## src/rtl/ship_pkg.sv

```systemverilog
// Shared ship geometry, ROM sizing, colour constants and the VGA bus bundle
// used by the ship overlay drawer.
package ship_pkg;

  localparam int SHIP_W      = 48;
  localparam int SHIP_H      = 24;
  localparam int SHIP_ID_MAX = 20;
  localparam int ROM_ADDR_W  = 9;

  localparam logic [11:0] RGB_WHITE = 12'hF_F_F;
  localparam logic [11:0] RGB_RED   = 12'hF_0_0;

  typedef struct packed {
    logic [10:0] vcount;
    logic [10:0] hcount;
    logic        vsync;
    logic        hsync;
    logic        vblnk;
    logic        hblnk;
    logic [11:0] rgb;
  } vga_bus_t;

endpackage

```

## src/rtl/ship_draw_delay.sv

```systemverilog
// Fixed-length register chain with asynchronous active-low clear, used to keep
// the VGA timing/colour bus aligned with the ship pipeline.
module delay #(
  parameter int WIDTH   = 38,
  parameter int CLK_DEL = 3
) (
  input  logic             clk,
  input  logic             rst_n,
  input  logic [WIDTH-1:0] din,
  output logic [WIDTH-1:0] dout
);

  logic [WIDTH-1:0] stage [CLK_DEL];

  always_ff @(posedge clk or negedge rst_n) begin
    if (!rst_n) begin
      for (int i = 0; i < CLK_DEL; i++) stage[i] <= '0;
    end else begin
      stage[0] <= din;
      for (int i = 1; i < CLK_DEL; i++) stage[i] <= stage[i-1];
    end
  end

  assign dout = stage[CLK_DEL-1];

endmodule

```

## src/rtl/ship_draw.sv

```systemverilog
// Overlays one ROM-sourced ship bitmap onto the VGA stream with a 3-cycle pipeline.
// Hit flashing is built only when the macro SHIP_HIT_FLASH_EN is defined.
module ship_draw
  import ship_pkg::*;
#(
  parameter logic [11:0] SHIP_COLOR   = RGB_WHITE,
  parameter logic [11:0] HIT_COLOR    = RGB_RED,
  parameter int          FLASH_FRAMES = 16
) (
  input  logic                  clk,
  input  logic                  rst_n,
  input  logic [10:0]           vcount_in,
  input  logic [10:0]           hcount_in,
  input  logic                  vsync_in,
  input  logic                  hsync_in,
  input  logic                  vblnk_in,
  input  logic                  hblnk_in,
  input  logic [11:0]           rgb_in,
  input  logic [11:0]           xpos,
  input  logic [11:0]           ypos,
  input  logic [4:0]            ship_id,
  input  logic                  hit,
  output logic [ROM_ADDR_W-1:0] ship_addr,
  input  logic [47:0]           ship_line_pixels,
  output logic [10:0]           vcount_out,
  output logic [10:0]           hcount_out,
  output logic                  vsync_out,
  output logic                  hsync_out,
  output logic                  vblnk_out,
  output logic                  hblnk_out,
  output logic [11:0]           rgb_out
);

  vga_bus_t    bus_in, bus_d2;
  logic        vblnk_q, armed, frame_start;
  logic [11:0] x_lat, y_lat;
  logic [4:0]  id_lat;
  logic        in_area, in_area_d1, in_area_d2;
  logic [4:0]  row;
  logic [5:0]  col, col_d1, col_d2;
  logic        pix;
  logic [11:0] colour;

  assign frame_start = vblnk_in & ~vblnk_q;

  // armed stays low after reset so nothing is drawn until a full frame latch
  always_ff @(posedge clk or negedge rst_n) begin
    if (!rst_n) begin
      vblnk_q <= 1'b0;
      armed   <= 1'b0;
      x_lat   <= '0;
      y_lat   <= '0;
      id_lat  <= '0;
    end else begin
      vblnk_q <= vblnk_in;
      if (frame_start) begin
        armed  <= 1'b1;
        x_lat  <= xpos;
        y_lat  <= ypos;
        id_lat <= ship_id;
      end
    end
  end

  always_comb begin
    in_area = armed & ~hblnk_in & ~vblnk_in & (id_lat <= 5'(SHIP_ID_MAX))
            & ({1'b0, hcount_in} >= x_lat)
            & ({2'b00, hcount_in} < ({1'b0, x_lat} + 13'(SHIP_W)))
            & ({1'b0, vcount_in} >= y_lat)
            & ({2'b00, vcount_in} < ({1'b0, y_lat} + 13'(SHIP_H)));
    row = 5'({1'b0, vcount_in} - y_lat);
    col = 6'({1'b0, hcount_in} - x_lat);
  end

  always_ff @(posedge clk or negedge rst_n) begin
    if (!rst_n) begin
      ship_addr  <= '0;
      col_d1     <= '0;
      col_d2     <= '0;
      in_area_d1 <= 1'b0;
      in_area_d2 <= 1'b0;
    end else begin
      ship_addr  <= in_area ? ROM_ADDR_W'(id_lat) * ROM_ADDR_W'(SHIP_H)
                              + ROM_ADDR_W'(row) + ROM_ADDR_W'(1) : '0;
      col_d1     <= col;
      in_area_d1 <= in_area;
      col_d2     <= col_d1;
      in_area_d2 <= in_area_d1;
    end
  end

  assign bus_in = '{vcount: vcount_in, hcount: hcount_in, vsync: vsync_in,
                    hsync: hsync_in, vblnk: vblnk_in, hblnk: hblnk_in, rgb: rgb_in};

  // Two stages here plus the output register below give the 3-cycle alignment
  delay #(.WIDTH($bits(vga_bus_t)), .CLK_DEL(2)) u_delay (
    .clk  (clk),
    .rst_n(rst_n),
    .din  (bus_in),
    .dout (bus_d2)
  );

  assign pix = (col_d2 < 6'(SHIP_W)) ? ship_line_pixels[6'(SHIP_W - 1) - col_d2] : 1'b0;

`ifdef SHIP_HIT_FLASH_EN
  logic        hit_lat;
  logic        flash_on;
  logic [15:0] frame_cnt;

  always_ff @(posedge clk or negedge rst_n) begin
    if (!rst_n) begin
      hit_lat   <= 1'b0;
      flash_on  <= 1'b0;
      frame_cnt <= '0;
    end else if (frame_start) begin
      hit_lat <= hit;
      if (frame_cnt == 16'(FLASH_FRAMES - 1)) begin
        frame_cnt <= '0;
        flash_on  <= ~flash_on;
      end else begin
        frame_cnt <= frame_cnt + 16'd1;
      end
    end
  end

  assign colour = (hit_lat & flash_on) ? HIT_COLOR : SHIP_COLOR;
`else
  logic [11:0] unused_cfg;
  assign unused_cfg = HIT_COLOR ^ 12'(FLASH_FRAMES) ^ {11'd0, hit};
  assign colour     = SHIP_COLOR;
`endif

  always_ff @(posedge clk or negedge rst_n) begin
    if (!rst_n) begin
      vcount_out <= '0;
      hcount_out <= '0;
      vsync_out  <= 1'b0;
      hsync_out  <= 1'b0;
      vblnk_out  <= 1'b0;
      hblnk_out  <= 1'b0;
      rgb_out    <= '0;
    end else begin
      vcount_out <= bus_d2.vcount;
      hcount_out <= bus_d2.hcount;
      vsync_out  <= bus_d2.vsync;
      hsync_out  <= bus_d2.hsync;
      vblnk_out  <= bus_d2.vblnk;
      hblnk_out  <= bus_d2.hblnk;
      rgb_out    <= (in_area_d2 & pix) ? colour : bus_d2.rgb;
    end
  end

endmodule

```

## config.mk

```make
export PLATFORM = sky130hd
export DESIGN_NAME = ship_draw
export DESIGN_NICKNAME = d
export VERILOG_FILES = /design/src/rtl/ship_pkg.sv /design/src/rtl/ship_draw_delay.sv /design/src/rtl/ship_draw.sv
export SDC_FILE = /design/constraint.sdc
export NUM_CORES = 1
export LEC_CHECK = 0
export BUFFER_PORTS_ARGS = -buffer_cell sky130_fd_sc_hd__buf_2
export CORE_MARGIN = 10
export CORE_UTILIZATION = 30
export DETAILED_ROUTE_END_ITERATION = 8
export GPL_ROUTABILITY_DRIVEN = 0
export PLACE_DENSITY = 0.56
export SETUP_SLACK_MARGIN = 0.1
export SLEW_MARGIN = 15
export SYNTH_ARGS = -nofsm -noshare
export SYNTH_HDL_FRONTEND = slang
export SYNTH_SLANG_ARGS = --single-unit
```

## constraint.sdc

```tcl
create_clock -name clk -period 2.71 [get_ports clk]
set_input_delay 0.271 -clock clk [delete_from_list [all_inputs] [get_ports clk]]
set_output_delay 0.271 -clock clk [all_outputs]
set_load 0.01 [all_outputs]
```

==> metrics.md <==
| Metric | Value |
|---|---|
| Clock sink count | 167 |
| Via/cell ratio | between 4 and 5 |
| Hold Crit Class | primary input to flop |
| Clk pin slew, worst setup/hold paths | around 80 ps |
| Post-route DRC violation count | 0 |
| Post-route setup slack | 50.8 ps |
| DP Cell Count | around 950 |
| Post-synth EDFFs | 0 |
| Syn_nets | 667 |
| Period utilization | between 90% and 100% |
| VDD IR max | ~0.41 mV |
| Core box area | between 20,000 and 25,000 sq um |
| Post-synthesis average cell area | between 10 and 15 sq um |
| Asr flop ratio synth | 100% |
| Warnings, synthesis | 0 |
| Seq cells post-synth | approximately 170 |
| DP HPWL | ~12,000 um |
| Root buffer cell | clkbuf_16 |
| Commonest cells after routing, fill and taps aside | dfrtp_1, buf_2, ha_1 |
| Pre-antenna DRT Iters | 4 |
| First-pass GRT wire length | around 26,000 um |
| Synthesized area | between 6000 and 7000 sq um |
| Synthesis-to-layout area growth | 36.9% |
| Worst slack, placed | -148 ps |
| CTS tree | done |
| Fill cells | 2,103 |
| CP Launch Type | flop |
| Placement row count | 54 |
| Vias after detailed routing | 4,522 |
| Die height | between 150 and 200 um |
| H-tree levels | 4 |
| Final wirelength | approximately 16,000 um |
| Max Slew Vio Count | 0 |
| Full die area | ~29,000 sq um |
| Synth Instances | about 500 |
| Hold Fails Final Rpt | 0 |
| Starting Density | a little under a third |
| Min Tclk post-route | 2660 ps |
| Crit Path Max Fanout | 7 |
| Max Clock Freq | 0.376 GHz |
| Final setup violation count | 0 |
| Largest net degree at the start of global routing | 63 |
| CP Data Required Time | about 3000 ps |
| All-Layer GR Usage | between 10% and 20% |
| WL per Instance | approximately 16 um |
| Synth cell types | 47 |
| Max-Cap Viols | 0 |
| Status | complete, no violations |
| Commonest non-fill, non-tap cell in the layout | dfrtp_1 |
| Setup CP Type | flop to flop |
| Max Buffers Root-to-Sink | 2 |
| Hold WS | ~19 ps |
| IO buf count | approximately 160 |
| Worst setup skew after layout | 14.2 ps |
| Clock Latency Late Sink | ~430 ps |
| Initial drt markers | ~180 |
| Post-synthesis sequential area ratio | ~62% |
| IO Pins | 165 |
| Antenna violations before repair | 0 |
| Total CTS buffers | 17 |
| Slew @ Worst Pin | approximately 700 ps |
| RSZ-0062 raised after global routing | true |
| Nets | roughly 900 |
| LEAKAGE | ~4.3 nW |
| ANT nets after route | 0 |
| GRT Residual Overflow | 0 |
| Share of layout cells above drive strength 1 | a little over a third |
| Pwr dens | approximately 730 nW/um^2 |
| Worst Path Arrival | roughly 3000 ps |
| Max-slew headroom | between 50% and 60% |
| Non-filler cells, final | between 1,000 and 1,500 |
| Die width | between 150 and 200 um |
| CP Capture Type | flop |
| Primary FF master, synth | dfrtp_1 |
| Number of global-route vias before repair | about 4,900 |
==> where the power goes <==
| part | internal, mW | switching (mW) |
|---|---|---|
| sequential | 2.69 | 0.135 |
| clock | 1.29 | 1.21 |
| combinational | 0.704 | 0.689 |
| total | 4.68 | 2.03 |
==> state kept, by name, summed over array words and instances, names as in the netlist, 5 cells and up <==
name,count
u_delay.dout,38
u_delay.stage,38
rgb_out,12
x_lat,12
y_lat,12
hcount_out,11
vcount_out,11
ship_addr,9
col_d1,6
col_d2,6
id_lat,5
==> path summary, 6_finish.rpt <==
path	start	end	slack [ps]	depth (start not counted)
max	y_lat[4]	ship_addr[6]	50	11
min in group asynchronous	rst_n	rgb_out[7]	390	2
max in group asynchronous	rst_n	vcount_out[0]	1620	3
min	hcount_in[10]	u_delay.stage[64]	20	1
min reg2reg	u_delay.dout[13]	vblnk_out	340	0
max reg2reg	y_lat[4]	ship_addr[6]	50	11
==> per-stage QoR <==
step	setup TNS [ps]	area, sq um	util, %	total power [mW]
after CTS	0	9050	41.3	6.73
after global routing	-296	9160	41.9	7.08
final	0	9170	41.9	6.71
after detailed placement	-1150	8000	36.6	4.12
after floorplan	0	6690	-	3.65
after global placement	-366	8000	36.6	4.11
==> cell usage after synthesis, drive strengths merged, types with 8 or more instances <==
library cell | number | area (sq um)
mux4 | 13 | 293
nor3 | 11 | 55.1
nor2 | 13 | 48.8
mux2 | 9 | 101
xor2 | 8 | 70.1
a21oi | 16 | 80.1
inv | 34 | 128
o21ai | 33 | 165
or3 | 13 | 81.3
dfrtp | 167 | 4180
clkbuf | 8 | 30.0
ha | 50 | 626
xnor2 | 19 | 166
nand2 | 34 | 128
==> timing repair <==
action / CTS / global route
gates resized for setup: 9 / 20
setup endpoints to repair: 10 / 10
pin swaps: 5 / 15
hold endpoints to repair: 96 / 0
buffers inserted: 0 / 2
hold buffers: 37 / 0
==> critical path, cell delays in order (launching register included) <==
cell and delay, ps:
dfrtp_1 380, inv_2 60, ha_4 160, nor3_4 160, xnor2_1 100, ha_1 340, a21oi_1 190, a21boi_2 100
a2111oi_4 380, a221oi_2 150, a41o_2 350, nor3_2 190
==> metal layers <==
layer	wire [um]	global-route usage, %	part of all wire [%]
met1	7010	13.8	43
met2	7960	19.0	48
met3	1200	3.82	7.3
met4	279	4.05	1.7
met5	0	0	0
==> cells by family after synthesis <==
family | count (synthesis) | synth area share [%]
buffers and inverters | 45 | 2.71
xor gates and xnor gates | 27 | 3.53
adders and majority gates | 53 | 10.2
AOI/OAI and AO/OA | 77 | 6.99
muxes | 25 | 6.34
DFF | 167 | 62.4
and+or+nand+nor | 102 | 7.76
==> cell type report <==
class / instances / area (sq um) / share of cell area, %
Inverter: 34 / 128 / 1.39
Clock buffer: 17 / 425 / 4.64
Clock inverter: 15 / 211 / 2.31
Sequential cell: 167 / 4180 / 45.6
Tap cell: 280 / 350 / 3.82
Timing Repair Buffer: 223 / 1390 / 15.2
Multi-Input combinational cell: 284 / 2480 / 27.1
Antenna cell: 1 / 2.50 / 0.0273
Note: power is estimated with default switching activity, not from simulation.
